`config.mk`:
```
export PLATFORM = sky130hd
export DESIGN_NAME = dram_arbiter
export DESIGN_NICKNAME = d
export VERILOG_FILES = /design/src/rtl/dram_arb_pkg.sv /design/src/rtl/dram_arbiter.sv
export SDC_FILE = /design/constraint.sdc
export NUM_CORES = 1
export LEC_CHECK = 0
export ABC_AREA = 1
export CORE_AREA = 2 2 118 120
export CTS_CLUSTER_SIZE = 30
export DETAILED_ROUTE_END_ITERATION = 10
export DIE_AREA = 0 0 120 122
export DONT_BUFFER_PORTS = 1
export PLACE_DENSITY = 0.41
export SLEW_MARGIN = 20
export SYNTH_ARGS = -nofsm -noshare
export SYNTH_HDL_FRONTEND = slang
export SYNTH_SLANG_ARGS = --single-unit
```
`constraint.sdc`:
```
create_clock -name clk -period 3.4 [get_ports clk]
set_clock_uncertainty 0.2 [all_clocks]
set_input_delay 1.02 -clock clk [delete_from_list [all_inputs] [get_ports clk]]
set_output_delay 1.02 -clock clk [all_outputs]
set_load 0.02 [all_outputs]
```
`src/rtl/dram_arb_pkg.sv`:
```
`default_nettype none
// +----------------------------------------------------------------------------+
// | dram_arb_pkg : shared types for the two-master data-RAM arbiter             |
// | Rev 1.0                                                                     |
// +----------------------------------------------------------------------------+
package dram_arb_pkg;

   typedef enum logic [1:0] {
      IDLE  = 2'd0,
      LOCK0 = 2'd1,
      LOCK1 = 2'd2
   } arb_state_t;

   typedef logic master_id_t;

   localparam master_id_t M_CPU  = 1'b0;
   localparam master_id_t M_LOAD = 1'b1;

   function automatic arb_state_t lock_state(input master_id_t m);
      return (m == M_LOAD) ? LOCK1 : LOCK0;
   endfunction

endpackage
`default_nettype wire

```
`src/rtl/dram_arbiter.sv`:
```
`default_nettype none
// +----------------------------------------------------------------------------+
// | dram_arbiter : round-robin, lockable two-master front end for the data RAM  |
// | Optional statistics counters enabled by defining DRAM_ARB_STATS_EN.         |
// | Rev 1.0                                                                     |
// +----------------------------------------------------------------------------+
module dram_arbiter
   import dram_arb_pkg::*;
#(
   parameter int ADDR_W      = 32,
   parameter int DATA_W      = 32,
   parameter int DEPTH_WORDS = 4096
) (
   input  logic              clk,
   input  logic              rst_n,
   input  logic              m0_read,
   input  logic              m0_write,
   input  logic              m0_lock,
   input  logic [ADDR_W-1:0] m0_address,
   input  logic [DATA_W-1:0] m0_writedata,
   output logic              m0_waitrequest,
   output logic [DATA_W-1:0] m0_readdata,
   output logic              m0_readdatavalid,
   output logic              m0_err,
   input  logic              m1_read,
   input  logic              m1_write,
   input  logic              m1_lock,
   input  logic [ADDR_W-1:0] m1_address,
   input  logic [DATA_W-1:0] m1_writedata,
   output logic              m1_waitrequest,
   output logic [DATA_W-1:0] m1_readdata,
   output logic              m1_readdatavalid,
   output logic              m1_err,
   output logic [ADDR_W-1:0] data_address,
   output logic              data_read,
   output logic              data_write,
   output logic [DATA_W-1:0] data_writedata,
`ifdef DRAM_ARB_STATS_EN
   output logic [31:0]       stat_grant0,
   output logic [31:0]       stat_grant1,
   output logic [31:0]       stat_conflict,
`endif
   input  logic [DATA_W-1:0] data_readdata
);

   localparam logic [ADDR_W-1:0] c_DEPTH = ADDR_W'(DEPTH_WORDS);

   arb_state_t        state_q;
   master_id_t        rr_last_q;
   logic [1:0]        w_read, w_write, w_lock, w_req, w_gnt, w_illegal;
   logic [ADDR_W-1:0] w_addr  [2];
   logic [DATA_W-1:0] w_wdata [2];
   master_id_t        w_win;
   logic              w_any, w_conflict;

   assign w_read     = {m1_read,  m0_read};
   assign w_write    = {m1_write, m0_write};
   assign w_lock     = {m1_lock,  m0_lock};
   assign w_addr[0]  = m0_address;
   assign w_addr[1]  = m1_address;
   assign w_wdata[0] = m0_writedata;
   assign w_wdata[1] = m1_writedata;
   assign w_req      = w_read | w_write;
   assign w_conflict = &w_req;

   // Grant depends only on registered state, so a lock drop frees the bus one cycle later.
   always_comb begin
      w_gnt = 2'b00;
      if (rst_n) begin
         case (state_q)
            LOCK0:   w_gnt = {1'b0, w_req[0]};
            LOCK1:   w_gnt = {w_req[1], 1'b0};
            default: w_gnt = w_conflict ? ((rr_last_q == M_LOAD) ? 2'b01 : 2'b10) : w_req;
         endcase
      end
   end

   assign w_any = |w_gnt;
   assign w_win = w_gnt[1];

   for (genvar g = 0; g < 2; g++) begin : g_illegal
      assign w_illegal[g] = (w_read[g] & w_write[g]) | ((w_addr[g] >> 2) >= c_DEPTH);
   end

   assign data_address   = w_addr[w_win];
   assign data_writedata = w_wdata[w_win];
   assign data_read      = w_any & w_read[w_win]  & ~w_illegal[w_win];
   assign data_write     = w_any & w_write[w_win] & ~w_illegal[w_win];

   assign m0_waitrequest = ~w_gnt[0];
   assign m1_waitrequest = ~w_gnt[1];

   always_ff @(posedge clk or negedge rst_n) begin
      if (!rst_n) begin
         state_q   <= IDLE;
         rr_last_q <= M_LOAD;
      end else begin
         case (state_q)
            IDLE: begin
               if (w_conflict) rr_last_q <= w_win;
               if (w_any && w_lock[w_win]) state_q <= lock_state(w_win);
            end
            LOCK0:   if (!w_lock[M_CPU])  state_q <= IDLE;
            LOCK1:   if (!w_lock[M_LOAD]) state_q <= IDLE;
            default: state_q <= IDLE;
         endcase
      end
   end

   for (genvar g = 0; g < 2; g++) begin : g_resp
      logic [DATA_W-1:0] rdata_q;
      logic              rvalid_q;
      logic              err_q;
      logic              w_rd_ok;

      assign w_rd_ok = w_gnt[g] & w_read[g] & ~w_illegal[g];

      always_ff @(posedge clk or negedge rst_n) begin
         if (!rst_n) begin
            rdata_q  <= '0;
            rvalid_q <= 1'b0;
            err_q    <= 1'b0;
         end else begin
            rvalid_q <= w_rd_ok;
            err_q    <= w_gnt[g] & w_illegal[g];
            if (w_rd_ok) rdata_q <= data_readdata;
         end
      end
   end

   assign m0_readdata      = g_resp[0].rdata_q;
   assign m0_readdatavalid = g_resp[0].rvalid_q;
   assign m0_err           = g_resp[0].err_q;
   assign m1_readdata      = g_resp[1].rdata_q;
   assign m1_readdatavalid = g_resp[1].rvalid_q;
   assign m1_err           = g_resp[1].err_q;

`ifdef DRAM_ARB_STATS_EN
   logic [31:0] grant0_q, grant1_q, conflict_q;

   always_ff @(posedge clk or negedge rst_n) begin
      if (!rst_n) begin
         grant0_q   <= '0;
         grant1_q   <= '0;
         conflict_q <= '0;
      end else begin
         if (w_gnt[0])   grant0_q   <= grant0_q + 32'd1;
         if (w_gnt[1])   grant1_q   <= grant1_q + 32'd1;
         if (w_conflict) conflict_q <= conflict_q + 32'd1;
      end
   end

   assign stat_grant0   = grant0_q;
   assign stat_grant1   = grant1_q;
   assign stat_conflict = conflict_q;
`endif

endmodule
`default_nettype wire
```
# Word level (Yosys, flattened, before mapping)
# Index checks and enable logic that the tools add are counted.
[word_totals]
out_inout_bits = 136
word_cells = 67
regBits = 71
[op_classes]
n_reduce_logical = 6
n_eq_ne = 5
n_lt_le_gt_ge = 4
bitwise = 21
mux = 23
[ops]
columns = ["operator", "n"]
rows = [
  ["2-to-1 mux 32 bit", 6],
  ["greater-or-equal comparator 30 x 13 -> 1 bit (second input constant)", 2],
  ["2-to-1 mux 2 bit", 7],
  ["bitwise AND 1 bit", 12],
  ["2-to-1 mux 1 bit", 8],
  ["!= test 2 bit (second input constant)", 3],
  ["one-hot mux 2 bit (3 select lines)", 1],
  ["AND reduction 3 bit", 2],
  ["inverter 1 bit", 5],
  ["one-hot mux 2 bit (2 select lines)", 1],
  ["== test 2 x 1 -> 1 bit (second input constant)", 1],
  ["== test 2 bit (second input constant)", 1],
  ["greater-or-equal comparator 2 bit (second input constant)", 1],
  ["zero test 2 bit", 1],
  ["< comparator 1 x 2 -> 1 bit (second input constant)", 1],
  ["inverter 1 -> 2 bit", 1],
  ["OR 1 bit", 2],
  ["OR 2 bit", 1],
  ["AND reduction 2 bit", 1],
  ["OR reduction 2 bit", 1],
  ["logical AND 1 bit", 1],
]

# Depth between registers and ports, before layout
[depth]
ltp_word = 10
depth_mapped = 13

# Least setup slack after synthesis
# OpenSTA, ideal clock, no wires.
[synth_timing]
path_kind = "input port to output port"
from = "input m0_read"
to = "output data_address[25]"
slack_ns = 0.061
t_arrival_ns = 2.119
path_buffers = 2
cell_stages = 7
t_required_ns = 2.180
cell_sequence = "inv_1 > nand2_1 > nand3_1 > nand2_2 > buf_4 > buf_2 > o21ai_0"
[synth_between]
elab_chain_cells = 9
[synth_lines]
columns = ["item", "line_no", "source"]
rows = [
  ["start, declared", "dram_arbiter.sv:16", "input logic m0_read,"],
  ["OR 2 bit", "dram_arbiter.sv:63", "assign w_req = w_read | w_write;"],
  ["AND reduction 2 bit", "dram_arbiter.sv:64", "assign w_conflict = &w_req;"],
  ["2-to-1 mux 2 bit", "dram_arbiter.sv:73", "default: w_gnt = w_conflict ? ((rr_last_q == M_LOAD) ? 2'b01 : 2'b10) : w_req;"],
  ["one-hot mux 2 bit (2 select lines)", "dram_arbiter.sv:70", "case (state_q)"],
  ["2-to-1 mux 2 bit", "dram_arbiter.sv:69", "if (rst_n) begin"],
  ["inverter 1 -> 2 bit (not written as such)", "dram_arbiter.sv:85", "assign data_address = w_addr[w_win];"],
  ["2-to-1 mux 32 bit (not written as such) (3 in series)", "dram_arbiter.sv:85", ""],
  ["end, declared", "dram_arbiter.sv:34", "output logic [ADDR_W-1:0] data_address,"],
]
# No other way between the ends. The select of a mux whose other input is x is not followed.

# Final worst setup path
[layout_timing]
from = "input rst_n"
to = "output data_address[24]"
[layout_between]
elab_chain_cells = 5
[layout_lines]
columns = ["item", "line_no", "source"]
rows = [
  ["start, declared", "dram_arbiter.sv:15", "input logic rst_n,"],
  ["2-to-1 mux 2 bit", "dram_arbiter.sv:69", ""],
  ["inverter 1 -> 2 bit (not written as such)", "dram_arbiter.sv:85", ""],
  ["2-to-1 mux 32 bit (not written as such) (3 in series)", "dram_arbiter.sv:85", ""],
]
# No other way between the ends. The select of a mux whose other input is x is not followed.

==> impl_metrics.tcl <==
set metrics [dict create \
    wire_per_inst_um 17.4 \
    drv_slew 0 \
    antenna_found_initial 2 \
    coreArea_um2 13500 \
    worst-slew-pin-transition_ns 0.604 \
    overflow 0 \
    io_pins 304 \
    num_vias 3666 \
    htree_levels 3 \
    clockBufferDepth 2 \
    clock-sinks 71 \
    dieArea_um2 14600 \
    rsz0062_at_grt "yes" \
    area_delta_synth_final_pct 17.7 \
    fillers 1512 \
    reg2reg_to "m1_readdata[3]$_DFFE_PN0P_" \
    initial_core_util_pct 29.0 \
    relSlewSlack_pct 59.7 \
    holdBufCountCts 0 \
    grt_max_degree 74 \
    setup.worst_path.end_class "output port" \
    firstDrtPassIters 4 \
    synth_nets 753 \
    final_nets 767 \
    ys_seq_area_share_pct 45.3 \
    routabilityCongestion 0.838 \
    synth_cells 582 \
    power_frac_comb_pct 39.4 \
    start_kind "input pin" \
    finalSetupViolations 0 \
    routed_wl_um 13600 \
    grt_pass1_vias 3614 \
    powerDensity_nw_per_um2 658 \
    clk_pin_slew_ns 0.06 \
    grt_pass1_wl_um 19600 \
    total_power_mw 3.04 \
    drt-initial-drc-count 224 \
    p_int_mw 1.81 \
    final_cell_mix "nand2_1 (352), dfrtp_1 (70), o21ai_0 (32)" \
    hp-class "input pin to async pin" \
    crit_fanout 73 \
    clkPwrFrac_pct 30.9 \
    drc_errors 0 \
    grt_usage_pct 17.6 \
    viasPerCell 4.69 \
    die_w_um 120 \
    dp_hpwl_um 10300 \
    insertion_delay_ns 0.32 \
    drive_above_1_share_pct 11.5 \
    yosys_register_bits 71 \
    p_seq_share_pct 29.7 \
    synth.avg_cell_area_um2 6.74 \
    power_leakage_nw 2.71 \
    reg2regPathDepth 13 \
    tns_ns 0 \
    portBuffers 0 \
    run_status "finished clean" \
    die_y_um 122 \
    peakVddDrop_mv 0.193 \
    layout_commonest_cell "nand2_1" \
    cp.arrival_ns 2.10 \
    yosysWarnings 0 \
    swShare_pct 40.4 \
    timing.rr.start "state_q[1]$_DFFE_PN0P_" \
    yosys.cell_types.count 25 \
    clock-root-buffer "clkbuf_16" \
    p_switching_mw 1.23 \
    timing.fmax_mhz 301 \
    hold_violations 0 \
    cts_buffers 9 \
    timing.final.crit_period_ns 3.32 \
    netlist_area_um2 3920 \
    ff2ff_setup_slack_ns 0.77 \
    rows 43 \
    cap_violations 0 \
    cts_tree "yes" \
    post-route-period-util_pct 97.6 \
    worst-setup-path-type "input pin to output port" \
    crit_required_ns 2.18 \
    ant_nets 0 \
]
## registers in the layout (all words and copies together) (netlist names)
register / count
m0_err: 1
m1_readdata: 32
m1_err: 1
state_q: 2
rr_last_q: 1
m0_readdata: 32
m1_readdatavalid: 1
m0_readdatavalid: 1
## repair_timing
item / in CTS / in global routing
endpoints found under the setup margin: 45 / 35
gates resized for setup: 6 / 11
setup buffers: 0 / 3
gates cloned: 0 / 1
pin swaps: 2 / 5
hold endpoints to repair: 0 / 0
## worst max-delay path: stages
cell     delay, ns
o21ai_1       0.07
nor2_2        0.14
nand2_4       0.16
buf_8         0.18
buf_12        0.14
o21ai_0       0.17
buf_4         0.17
## stage by stage
step / cell area, µm² / util [%] / worst slack, ns / instances / hold WS, ns
global route: 4610 / 34.2 / -0.0155 / 781 / 0.162
detailed placement: 4220 / 31.2 / -0.0351 / 761 / 0.284
floorplan: 3920 / - / 0.0606 / 582 / 0.267
global placement: 4220 / 31.2 / -0.0130 / 761 / 0.286
CTS: 4540 / 33.7 / 0.0409 / 777 / 0.169
finish: 4620 / 34.2 / 0.0801 / 782 / 0.184
## kinds of logic (layout without fill, tap and decap cells)
group           after synthesis  after routing  share of synthesized area [%]
simple gates                402            402                           40.0
flops                        71             71                           45.3
buf+inv                      58             77                           7.43
compound gates               47             47                           6.06
fa+ha+maj                     3              3                          0.957
mux                           1              1                          0.255
other cells                   0              1                              0
## per-layer routing
metal | global-route usage [%] | part of all wire [%] | routed length (µm)
met5 | 0 | 0.096 | 13
met4 | 5.00 | 1.4 | 189
met3 | 7.91 | 11 | 1560
met2 | 30.7 | 49 | 6720
met1 | 19.5 | 38 | 5130
## cell usage after synthesis
master,number,area (µm²)
nand4_2,1,12.5
ha_1,3,37.5
nand2_2,2,12.5
buf_6,3,33.8
or2_2,1,6.26
nand2_4,1,11.3
mux2i_1,1,10.0
inv_2,3,11.3
nand2_1,356,1340
clkbuf_1,4,15.0
buf_4,9,67.6
o211ai_1,1,7.51
nand3_1,11,55.1
clkbuf_2,2,10.0
nor2_2,1,6.26
nand4_1,1,6.26
inv_1,25,93.8
nor2_8,1,20.0
buf_2,12,60.1
dfrtp_1,70,1750
o21ai_1,11,55.1
a21oi_1,1,5.00
dfstp_2,1,26.3
o21ai_0,34,170
nor2_1,27,101
## worst max-delay path by stage
stage	startpoint	end	slack, ns	cells past startpoint
floorplan	m0_read	data_address[25]	0.06	7
global placement	m0_read	data_address[11]	-0.01	8
detailed placement	m0_read	data_address[14]	-0.04	8
CTS	state_q[0]$_DFFE_PN0P_	data_address[24]	0.04	10
global route	state_q[1]$_DFFE_PN0P_	data_address[16]	-0.02	10
finish	rst_n	data_address[24]	0.08	7
## power groups by stage
stage	Sequential (mW)	Clock, mW	Combinational, mW
after global routing	0.907	1.01	1.30
after CTS	0.903	0.975	1.14
final	0.903	0.939	1.20
after detailed placement	0.918	0	1.11
after global placement	0.919	0	1.10
after floorplan	0.909	0	0.846
## cell type report
cell class / instances / area (µm²) / share of cell area, %
clock inverters: 6 / 67.6 / 1.46
well taps: 180 / 225 / 4.88
flip-flops and latches: 71 / 1780 / 38.5
multi-input cells: 453 / 1890 / 41.0
clock buffers: 10 / 229 / 4.96
diodes: 1 / 2.50 / 0.0542
repair buffers: 33 / 314 / 6.80
inverters: 28 / 108 / 2.33
(Power assumes the default switching activity.)
